## config.mk

```make
export PLATFORM = sky130hd
export DESIGN_NAME = reg_alu_unit
export DESIGN_NICKNAME = d
export VERILOG_FILES = /design/src/rtl/reg_alu_pkg.sv /design/src/rtl/reg_alu_exec.sv /design/src/rtl/reg_alu_unit.sv
export SDC_FILE = /design/constraint.sdc
export NUM_CORES = 1
export LEC_CHECK = 0
export CORE_MARGIN = 2
export CORE_UTILIZATION = 45
export CTS_BUF_LIST = sky130_fd_sc_hd__clkbuf_4
export CTS_CLUSTER_SIZE = 20
export DETAILED_ROUTE_END_ITERATION = 6
export HOLD_SLACK_MARGIN = 0.02
export PLACE_DENSITY = 0.73
export SYNTH_ARGS = -nofsm -noshare
export SYNTH_HDL_FRONTEND = slang
export SYNTH_SLANG_ARGS = --single-unit
```

## constraint.sdc

```tcl
create_clock -name clk -period 16.7 [get_ports clk]
set_clock_uncertainty 0.2 [all_clocks]
set_input_delay 1.67 -clock clk [delete_from_list [all_inputs] [get_ports clk]]
set_output_delay 1.67 -clock clk [all_outputs]
set_load 0.005 [all_outputs]
```

## src/rtl/reg_alu_pkg.sv

```systemverilog
// Shared definitions for the register/ALU command unit.
// Holds the opcode encoding, flag bit positions and FSM state type.
// No logic; imported by reg_alu_exec and reg_alu_unit.
package reg_alu_pkg;

    // Opcodes 9..15 are illegal and execute as NOP with a response.
    typedef enum logic [3:0] {
        OP_NOP  = 4'd0,
        OP_LOAD = 4'd1,
        OP_MOVE = 4'd2,
        OP_ADD  = 4'd3,
        OP_SUB  = 4'd4,
        OP_INC  = 4'd5,
        OP_CMP  = 4'd6,
        OP_READ = 4'd7,
        OP_MAX  = 4'd8
    } op_e;

    // Bit positions inside the 4-bit flag register {GE, Z, B, C}.
    localparam int FLAG_C  = 0;
    localparam int FLAG_B  = 1;
    localparam int FLAG_Z  = 2;
    localparam int FLAG_GE = 3;

    typedef enum logic [1:0] {
        ST_IDLE  = 2'd0,
        ST_FETCH = 2'd1,
        ST_EXEC  = 2'd2
    } state_e;

endpackage

```

## src/rtl/reg_alu_exec.sv

```systemverilog
// Purpose: combinational ALU for reg_alu_unit; maps op/A/B/imm to result, next flags, write enable.
// Latency: zero cycles (pure combinational).
// Backpressure: none; evaluated every cycle, consumed only in the EXEC state.
// Ports: i_op opcode, i_a/i_b latched operands, i_imm LOAD immediate, i_flags current flags,
//        o_result value to write/respond, o_flags_next flags after the op, o_wr_en register write.
// Optional feature: REGALU_MAX_OP_EN enables opcode 8 (MAX); otherwise it is illegal.
module reg_alu_exec
    import reg_alu_pkg::*;
#(
    parameter int DATA_W = 8
) (
    input  logic [3:0]        i_op,
    input  logic [DATA_W-1:0] i_a,
    input  logic [DATA_W-1:0] i_b,
    input  logic [DATA_W-1:0] i_imm,
    input  logic [3:0]        i_flags,
    output logic [DATA_W-1:0] o_result,
    output logic [3:0]        o_flags_next,
    output logic              o_wr_en
);

    // One extra bit on sum/increment captures the carry-out.
    logic [DATA_W:0]   w_sum;
    logic [DATA_W:0]   w_inc;
    logic [DATA_W-1:0] w_diff;
    logic              w_ge;

    assign w_sum  = {1'b0, i_a} + {1'b0, i_b};
    assign w_inc  = {1'b0, i_a} + {{DATA_W{1'b0}}, 1'b1};
    assign w_diff = i_a - i_b;
    assign w_ge   = (i_a >= i_b);

    always_comb begin
        // Non-ALU ops keep the flags; illegal ops return 0 and do not write.
        o_result     = '0;
        o_flags_next = i_flags;
        o_wr_en      = 1'b0;
        case (i_op)
            OP_LOAD: begin
                o_result = i_imm;
                o_wr_en  = 1'b1;
            end
            OP_MOVE: begin
                o_result = i_a;
                o_wr_en  = 1'b1;
            end
            OP_ADD: begin
                o_result             = w_sum[DATA_W-1:0];
                o_wr_en              = 1'b1;
                o_flags_next         = '0;
                o_flags_next[FLAG_C] = w_sum[DATA_W];
                o_flags_next[FLAG_Z] = (w_sum[DATA_W-1:0] == '0);
            end
            OP_SUB: begin
                o_result              = w_diff;
                o_wr_en               = 1'b1;
                o_flags_next          = '0;
                o_flags_next[FLAG_B]  = ~w_ge;
                o_flags_next[FLAG_GE] = w_ge;
                o_flags_next[FLAG_Z]  = (w_diff == '0);
            end
            OP_INC: begin
                o_result             = w_inc[DATA_W-1:0];
                o_wr_en              = 1'b1;
                o_flags_next         = '0;
                o_flags_next[FLAG_C] = w_inc[DATA_W];
                o_flags_next[FLAG_Z] = (w_inc[DATA_W-1:0] == '0);
            end
            OP_CMP: begin
                // Response shows A; Z reports equality rather than a zero result.
                o_result              = i_a;
                o_flags_next          = '0;
                o_flags_next[FLAG_GE] = w_ge;
                o_flags_next[FLAG_Z]  = (i_a == i_b);
            end
            OP_READ: begin
                o_result = i_a;
            end
`ifdef REGALU_MAX_OP_EN
            OP_MAX: begin
                o_result              = w_ge ? i_a : i_b;
                o_wr_en               = 1'b1;
                o_flags_next          = '0;
                o_flags_next[FLAG_GE] = w_ge;
                o_flags_next[FLAG_Z]  = ((w_ge ? i_a : i_b) == '0);
            end
`else
            // MAX not built: behaves exactly like an illegal opcode.
            OP_MAX: begin
                o_result = '0;
            end
`endif
            default: begin
                o_result = '0;
            end
        endcase
    end

endmodule

```

## src/rtl/reg_alu_unit.sv

```systemverilog
// Purpose: command-driven 32x8 register file with ALU; one command per IDLE->FETCH->EXEC pass.
// Latency: accept at edge T, operands at T+1, write/flags at T+2, rsp_valid for the cycle after T+2.
// Backpressure: cmd_ready only in IDLE (1 cmd / 3 cycles); responses cannot be stalled.
// Ports: clk/rst (async active-high), cmd_valid/cmd_ready handshake, cmd_op/dst/src_a/src_b/imm fields,
//        rsp_valid one-cycle pulse with rsp_data result and rsp_flags {GE,Z,B,C}.
// Optional feature: REGALU_MAX_OP_EN (see reg_alu_exec) enables the MAX opcode.
module reg_alu_unit
    import reg_alu_pkg::*;
#(
    parameter int DATA_W = 8,
    parameter int ADDR_W = 5
) (
    input  logic              clk,
    input  logic              rst,
    input  logic              cmd_valid,
    output logic              cmd_ready,
    input  logic [3:0]        cmd_op,
    input  logic [ADDR_W-1:0] cmd_dst,
    input  logic [ADDR_W-1:0] cmd_src_a,
    input  logic [ADDR_W-1:0] cmd_src_b,
    input  logic [DATA_W-1:0] cmd_imm,
    output logic              rsp_valid,
    output logic [DATA_W-1:0] rsp_data,
    output logic [3:0]        rsp_flags
);

    localparam int NREGS = 2 ** ADDR_W;

    state_e            r_state;
    logic [3:0]        r_op;
    logic [ADDR_W-1:0] r_dst;
    logic [ADDR_W-1:0] r_src_a;
    logic [ADDR_W-1:0] r_src_b;
    logic [DATA_W-1:0] r_imm;
    logic [DATA_W-1:0] r_a;
    logic [DATA_W-1:0] r_b;
    logic [3:0]        r_flags;
    logic [DATA_W-1:0] r_regs [NREGS];
    logic              r_rsp_valid;
    logic [DATA_W-1:0] r_rsp_data;

    logic [DATA_W-1:0] w_result;
    logic [3:0]        w_flags_next;
    logic              w_wr_en;

    reg_alu_exec #(
        .DATA_W (DATA_W)
    ) u_exec (
        .i_op         (r_op),
        .i_a          (r_a),
        .i_b          (r_b),
        .i_imm        (r_imm),
        .i_flags      (r_flags),
        .o_result     (w_result),
        .o_flags_next (w_flags_next),
        .o_wr_en      (w_wr_en)
    );

    // Ready is a straight decode of the state register, so it rises together
    // with rsp_valid and a command can be accepted in the response cycle.
    assign cmd_ready = (r_state == ST_IDLE);
    assign rsp_valid = r_rsp_valid;
    assign rsp_data  = r_rsp_data;
    assign rsp_flags = r_flags;

    always_ff @(posedge clk or posedge rst) begin
        if (rst) begin
            r_state     <= ST_IDLE;
            r_op        <= '0;
            r_dst       <= '0;
            r_src_a     <= '0;
            r_src_b     <= '0;
            r_imm       <= '0;
            r_a         <= '0;
            r_b         <= '0;
            r_flags     <= '0;
            r_rsp_valid <= 1'b0;
            r_rsp_data  <= '0;
            for (int i = 0; i < NREGS; i++) begin
                r_regs[i] <= '0;
            end
        end else begin
            r_rsp_valid <= 1'b0;
            case (r_state)
                ST_IDLE: begin
                    if (cmd_valid) begin
                        r_op    <= cmd_op;
                        r_dst   <= cmd_dst;
                        r_src_a <= cmd_src_a;
                        r_src_b <= cmd_src_b;
                        r_imm   <= cmd_imm;
                        r_state <= ST_FETCH;
                    end
                end
                ST_FETCH: begin
                    // Operands are frozen here, so dst aliasing a source uses old values.
                    r_a     <= r_regs[r_src_a];
                    r_b     <= r_regs[r_src_b];
                    r_state <= ST_EXEC;
                end
                ST_EXEC: begin
                    if (w_wr_en) begin
                        r_regs[r_dst] <= w_result;
                    end
                    r_flags     <= w_flags_next;
                    r_rsp_data  <= w_result;
                    r_rsp_valid <= 1'b1;
                    r_state     <= ST_IDLE;
                end
                default: begin
                    r_state <= ST_IDLE;
                end
            endcase
        end
    end

endmodule

```

# Word level (Yosys, flattened, before mapping)
# Index checks and enable logic that the tools add are counted.
dict set report word_totals {
  latch_bits 0
  wordCells 92
  ram_bits 0
  memories 0
  inputBits 30
  ff_bits 314
  romBits 0
}
dict set report op_classes {
  magnitude_cmp 5
  div 0
  shifts 0
  n_eq_ne 11
  addsub 3
  mux 15
  n_reduce_logical 11
  n_mul 0
  n_bitwise 4
}
# cell n
set op_table {}
lappend op_table {{256-bit bitwise mux} 1}
lappend op_table {{8-bit binary-select mux with 5-bit select} 2}
lappend op_table {{8-bit demux with 5-bit select} 1}
lappend op_table {{8-bit 2-to-1 mux} 5}
lappend op_table {{8-bit one-hot mux with 5 select lines} 1}
lappend op_table {{8-bit zero test} 3}
lappend op_table {{6-bit >= comparator, second input constant} 3}
lappend op_table {{5-bit NOT with 6-bit output} 3}
lappend op_table {{4-bit by 3-bit equality test with 1-bit output, second input constant} 4}
lappend op_table {{4-bit one-hot mux with 4 select lines} 1}
lappend op_table {{8-bit by 1-bit adder with 9-bit output, second input constant} 1}
lappend op_table {{8-bit by 8-bit adder with 9-bit output} 1}
lappend op_table {{4-bit by 2-bit equality test with 1-bit output, second input constant} 2}
lappend op_table {{8-bit equality test} 1}
lappend op_table {{8-bit >= comparator} 1}
lappend op_table {{8-bit subtractor} 1}
lappend op_table {{6-bit by 1-bit less-than comparator with 1-bit output, second input constant} 1}
lappend op_table {{2-bit AND reduction} 3}
lappend op_table {{5-bit OR reduction} 1}
lappend op_table {{4-bit by 1-bit equality test with 1-bit output, second input constant} 1}
lappend op_table {{2-bit one-hot mux with 2 select lines} 1}
lappend op_table {{4-bit nonzero test} 1}
lappend op_table {{3-bit OR reduction} 1}
lappend op_table {{2-bit by 1-bit equality test with 1-bit output, second input constant} 1}
lappend op_table {{7 further kinds} 8}

# Longest topological paths before layout
# Gate-level depths: netlist of run 1.
dict set report depth {
  word_depth 6
  ltp_mapped 12
  ltp_nobuf 11
}

# Hierarchy
# From an unflattened synthesis of run 1, not the netlist that was laid out.
dict set report hier_totals {
  hier_cells 1460
  area_unflattened_um2 18210.0
}
# module cells_per_inst area_per_inst_um2 instances seq_area_each_um2
set modules_own_cells {}
lappend modules_own_cells {reg_alu_unit 1252 16682.2 1 7857.5}
lappend modules_own_cells {reg_alu_exec 208 1527.7 1 0.0}

# Least setup slack after synthesis of run 1
# Ideal clock, no wire load.
dict set report synth_path {
  path_type {input port to flip-flop}
  start {in cmd_valid}
  end {reg r_imm[3]}
  setup_ps 125
  arrival_time_ps 2814
  path_stages 4
  n_path_buf 2
  setup_slack_ps 13561
  cell_sequence {and2_1 > clkbuf_1 > clkbuf_1 > mux2_2}
}
dict set report synth_between {
  elab_chain_cells 1
}
# element line
set synth_lines {}
lappend synth_lines {{from (decl)} reg_alu_unit.sv:15} ;# input logic cmd_valid,
lappend synth_lines {{2-bit AND reduction (no line)} n/a}
lappend synth_lines {{to (signal assigned)} reg_alu_unit.sv:91} ;# r_imm <= cmd_imm;
lappend synth_lines {{to (decl)} reg_alu_unit.sv:34} ;# logic [DATA_W-1:0] r_imm;
# Every way passes these cells.
# A chain may end at the register's enable or synchronous reset.

# Worst setup path after layout of run 1
dict set report layout_path {
  start {reg r_a[2]}
  end {reg r_regs[183] (netlist bit)}
}
dict set report layout_between {
  elab_chain_cells 3
  elab_cells_between_ends 5
}
# element line
set layout_lines {}
lappend layout_lines {{from (decl)} reg_alu_unit.sv:35} ;# logic [DATA_W-1:0] r_a;
lappend layout_lines {{from (signal assigned)} reg_alu_unit.sv:97} ;# r_a <= r_regs[r_src_a];
lappend layout_lines {{8-bit by 1-bit adder with 9-bit output (tied with other cells)} reg_alu_exec.sv:29} ;# assign w_inc = {1'b0, i_a} + {{DATA_W{1'b0}}, 1'b1};
lappend layout_lines {{8-bit one-hot mux with 5 select lines *} reg_alu_exec.sv:38} ;# case (i_op)
lappend layout_lines {{256-bit bitwise mux *} reg_alu_unit.sv:103} ;# r_regs[r_dst] <= w_result;
lappend layout_lines {{to (signal, indexed assignment)} reg_alu_unit.sv:103}
lappend layout_lines {{to (decl)} reg_alu_unit.sv:38} ;# logic [DATA_W-1:0] r_regs [NREGS];
# Mark *: on every way between the ends. The rest lies on a longest branch, timed or not.

==> results.ini, run 1 <==
[global_route]
busiest_layer=met2
use_met2=0.3610
use_met1=0.3044
grt_pass1_vias=12235
grt_pass1_wl_mm=68.61
grt_max_degree=196
grt_usage=0.2312
antenna_found_initial=3
grt_use_met3=0.07086
grt_overflow=0

[logic_synthesis]
synth_top_family_by_area=multiplexers
synth_top_area_frac=0.4677
synthAdderAreaFrac=0.01653
yosysWarnings=0
yosys-top-cells-area=dfrtp_1 47%, mux4_2 21%, a21oi_1 6.2%
synth_xor_area_frac=0.007819
synth-edff-count=0
syn_inst=1464
synth_compound_area_frac=0.1086
synth_top_flop_cell=dfrtp_1
synth_nets=1515
async_reset_ff_frac=1.000
ys_seq_area_frac=0.4677
syn_area_um2=16800
yosys.cell_types.count=62
synth_mux_area_frac=0.2571
synthTopCellsByCount=314 x dfrtp_1, 239 x nor2_1, 208 x a21oi_1
synth.most_common_cell=dfrtp_1
yosys.area_share.simple=0.09867
synth_top_area_cell=dfrtp_1
yosys_register_bits=314
syn_area_per_cell_um2=11.48

[cts]
cts.clk_slew.worst_paths_ps=70
h-tree-depth=3
clock_path_buffers=3
ctsResizeCount=0
cts_num_sinks=314
cts_made_buffers=84
clock_latency_ps=740
cts_tree=done
cts_hold_buf=0
cts_setup_buffers=0
cts_root_buf=clkbuf_4

[placed_design]
portBuffers=43
dpl-instance-area_um2=17500
post-dp-hpwl_mm=28.50
place_congestion=0.8611
preCtsSetupSlack_ps=12560

[floorplanning]
rows=70
chipWidth_um=197.2
dieHeight_um=197.2
core_um2=36700
start_util=0.4578
die_area_um2=38900
ios=44

[critical_path]
critPathKind=reg2reg
cp_cell_sequence=ha_1 -> o21a_4 -> o31a_1 -> or3_4 -> a311oi_4 -> buf_4 -> a21oi_1
worst-path-buf-inv=1
start_kind=flip-flop
worstPathArrival_ps=4370
cp_slowest_cell=a311oi_4
required_ps=17000
critical_path.top_delay_family=compound AO/OA/AOI/OAI gates
worstPathMaxFanout=18
crit_path_max_incr_delay_ps=1060
crit_path_end_kind=flip-flop

[final_layout]
final_area_um2=18530
area_growth_pct=10.28
num-nets-final=1546
drive_above_1_share=0.2407
final_util=0.5049

[drt]
drc=0
routed-via-count=12247
wl_per_cell_um=21.63
ant_nets=0
dr.first_iter.drc_count=1164
vias_per_cell=6.054
wirelength_mm=43.76
first_pass_iters=6

[sta]
tightest_slew_ps=1295
rsz0062_at_grt=no
period_share=0.2436
final-setup-viol-count=0
period_needed_ps=4069
hold_violations=0
timing.final.ws_setup_ps=12630
tns_ps=0
slew_headroom=0.1366
maxSlewViolCount=0
fmaxAchievable_mhz=245.8

[power_and_ir_drop]
peakVddDrop_mv=0.07909
power_density_nw_per_um2=161.8
power.total_w=0.002998
p_leak_nw=7.886

[run]
drv_cap=0

[outcome]
status=complete, no violations

[worst_hold_path]
holdCritPathClass=reg2reg

-- layer usage --
metal	vias to the layer above	part of all wire
met5	-	0.00053
met4	4	0.032
met3	95	0.10
met2	605	0.47
met1	6141	0.40
li1	5402	-
-- report_power, final --
| part | leakage, nW | internal, W | switching [W] | total, W |
|---|---|---|---|---|
| Clock | 0.611 | 0.000343 | 0.000325 | 0.000668 |
| Combinational | 3.03 | 0.000529 | 0.000632 | 0.00116 |
| Sequential | 4.24 | 0.000955 | 0.000215 | 0.00117 |
-- tightest hold or removal path, cell delays in order, from the launching register on --
cell and delay (ps):
dfrtp_1 340, nand2_1 50, o21ai_0 60
-- logic make-up (layout without fill, tap and decap cells) --
family	after synthesis	in the layout
adder cells (fa/ha/maj)	21	21
multiplexers	228	228
buffers and inverters	168	258
other	0	1
AO/OA/AOI/OAI	326	326
flip-flops	314	314
AND/OR/NAND/NOR	392	392
XOR/XNOR	15	15
-- registers in the layout, summed over array words and instances, names as in the netlist --
register / flops
r_dst: 5
r_src_b: 5
r_src_a: 5
rsp_flags: 4
rsp_valid: 1
r_op: 4
rsp_data: 8
r_a: 8
r_b: 8
r_regs: 256
r_imm: 8
r_state: 2
-- metrics by stage --
step,hold WS [ps],std cells
after detailed placement,277.2,1877
after global routing,317.9,2023
final,286.1,2023
after CTS,292.0,2022
after floorplan,260.9,1464
after global placement,261.6,1877
-- cell usage in the layout (no fill, tap or decap), drive strengths merged, types with 3 or more instances in the layout --
master         instances
mux2                  28
nor3                  10
and3                   3
a21o                   5
xnor2                  7
mux2i                 40
nand2b                10
a21oi                216
or3                    4
clkdlybuf4s50         43
nand2                 78
mux4                 160
nor2b                  4
or2                    5
nand3                 13
a31oi                  4
nand3b                 3
nor4                   3
o221ai                 4
ha                    19
o21ai                 68
buf                   23
dfrtp                314
nand4                  6
clkinv                23
inv                   48
nor3b                  4
nor2                 244
a22oi                  4
and2                   3
clkbuf               119
xor2                   8
o211ai                 3
-- worst paths after layout --
path                              from          end  slack (ps)  cells past startpoint
setup / recovery                r_a[2]  r_regs[183]       12630                      7
hold / removal             rsp_data[5]  rsp_data[5]         290                      2
setup reg to reg                r_a[2]  r_regs[183]       12630                      7
hold reg to reg            rsp_data[5]  rsp_data[5]         290                      2
max in group asynchronous          rst   r_src_b[0]       13430                      3
min in group asynchronous          rst   r_regs[50]        1330                      2
-- layout make-up --
type                       instances  area, µm²
fill                            3172      18170
multi-input combinational        982       8247
sequential                       314       7868
clock buffer                     119      893.4
timing repair buffer              66      615.6
tap                              468      585.6
inverter                          47      183.9
clock inverter                    26      132.6
antenna                            1      2.502
Note: power is estimated with default switching activity, not from simulation.
==> inputs of run 2 (changes only) <==
PLACE_DENSITY = 0.75   (was 0.73)
clock period = 3.51 ns   (was 16.7 ns; I/O delays follow)
==> run 2 against run 1 <==
Sequential power rose to 4.7 times the previous value. Global-route usage rose by 1.3 points. Largest cell class unchanged. Fmax rose by 31%. Setup slack got worse by 12000 ps. Via count rose by 2.4%. Clock power rose to 4.8 times the previous value. First-iteration DRC count rose by 9.5%. Critical endpoint is now r_regs[74]. Count of clock-buffer cells in the layout fell by 4. Sequential share of layout area fell by 1.5 points. Non-clock buffer count rose by 61. Combinational power rose to 5.0 times the previous value.
==> results.ini, run 2 (synthesis results as in run 1) <==
[outcome]
status=complete, no violations

[critical_path]
crit_path_end_kind=flip-flop
worst-path-buf-inv=2
path_common_cell=inv_1
cp_cell_sequence=inv_1 -> ha_1 -> inv_1 -> fa_1 -> xor2_1 -> nand2_1 -> nand3_1 -> a21oi_4 -> o21ai_0
worstPathArrival_ps=3500
cp_slowest_cell=a21oi_4
required_ps=3900
critPathKind=reg2reg
worstPathMaxFanout=33
crit_path_max_incr_delay_ps=820
critical_path.top_delay_family=compound AO/OA/AOI/OAI gates
start_kind=flip-flop

[power_and_ir_drop]
peakVddDrop_mv=0.3758
power_density_nw_per_um2=760.9
p_leak_nw=8.218
power.total_w=0.01461

[drt]
ant_nets=0
routed-via-count=12539
wirelength_mm=45.41
first_pass_iters=5
vias_per_cell=6.028
dr.first_iter.drc_count=1275
wl_per_cell_um=21.83
drc=0

[placed_design]
post-dp-hpwl_mm=30.55
dp_cells=1916
portBuffers=43
place_congestion=0.8967

[global_route]
grt_overflow=0
antenna_found_initial=1
grt_max_degree=100
grt_usage=0.2441
grt_pass1_wl_mm=72.33
grt_pass1_vias=12742

[cts]
cts.clk_slew.worst_paths_ps=70
clock_latency_ps=760
clock_path_buffers=3
cts_root_buf=clkbuf_4
cts_made_buffers=82
cts_num_sinks=314
h-tree-depth=3
cts_setup_buffers=0
cts_tree=done

[floorplanning]
start_util=0.4578
core_um2=36700
dieHeight_um=197.2
chipWidth_um=197.2
die_area_um2=38900
rows=70
ios=44

[final_layout]
num-nets-final=1605
regMostFlops=r_regs
final_cell_mix=310 x dfrtp_1, 239 x nor2_1, 205 x a21oi_1, 160 x mux4_2, 115 x clkbuf_4
n_fill_cell=3086
area_growth_pct=14.25
layout_commonest_cell=dfrtp_1
largest_reg_flops=256
stdcell_count=2080
drive_above_1_share=0.2570

[sta]
timing.hold.ws_ps=57.40
hold_violations=0
maxSlewViolCount=0
final-setup-viol-count=0
fmaxAchievable_mhz=321.2
slew_headroom=0.2752
rsz0062_at_grt=no
period_needed_ps=3113
period_share=0.8869
tightest_slew_ps=1087

[run]
drv_cap=0

[worst_hold_path]
holdCritPathClass=in2reg

[run 2: changes by cell type in the layout (fill, tap and decap cells not counted), moves of 3 or more]
cell and change:
a21oi_4 +3, clkbuf_4 -4, a21oi_2 -3, buf_12 +9, dlygate4sd3_1 +22, buf_4 +30
[run 2: where the power goes]
part / internal (W) / switching (W) / total, W
sequential: 0.00454 / 0.000987 / 0.00553
combinational: 0.00272 / 0.00314 / 0.00585
clock: 0.00166 / 0.00156 / 0.00322
[run 2: worst paths after layout]
check	start	end	slack, ps	cells after the start
min in group asynchronous	rst	r_regs[50]	370	3
max in group asynchronous	rst	r_regs[237]	1780	4
worst min-delay path	cmd_op[2]	r_op[2]	60	2
worst max-delay path	r_a[0]	r_regs[74]	400	9
worst min register to register	rsp_data[1]	rsp_data[1]	280	2
worst max register to register	r_a[0]	r_regs[74]	400	9
[run 2: metrics by stage]
stage	worst slack [ps]	util	instance area (µm²)	TNS (ps)
final	397.1	0.5231	19200	0
after global routing	204.8	0.5231	19200	0
after CTS	216.5	0.5228	19190	0
after detailed placement	243.2	0.4885	17930	0
after global placement	258.9	0.4885	17930	0
after floorplan	-1224	-	16800	-384300
[run 2: routing by layer]
layer | GRT usage | routed length [µm] | vias to the layer above | part of all wire
met4 | 0.1122 | 1797 | 0 | 0.040
li1 | - | - | 5520 | -
met2 | 0.3744 | 21140 | 604 | 0.47
met3 | 0.05549 | 3863 | 118 | 0.085
met1 | 0.3334 | 18600 | 6297 | 0.41
met5 | 0 | 0 | - | 0
[run 2: cell type report]
cell class | instances | area (µm²) | area share
diodes | 1 | 2.502 | 0.0001304
clock buffers | 115 | 863.3 | 0.04497
clock inverters | 26 | 175.2 | 0.009125
inverters | 47 | 180.2 | 0.009386
multi-input cells | 982 | 8280 | 0.4314
flip-flops and latches | 314 | 7868 | 0.4099
well taps | 468 | 585.6 | 0.03050
repair buffers | 127 | 1241 | 0.06466
[run 2: what timing repair did]
item,CTS,global route
resized for setup,0,1
hold buffers,22,0
endpoints found under the setup margin,0,6
hold endpoints to repair,39,0
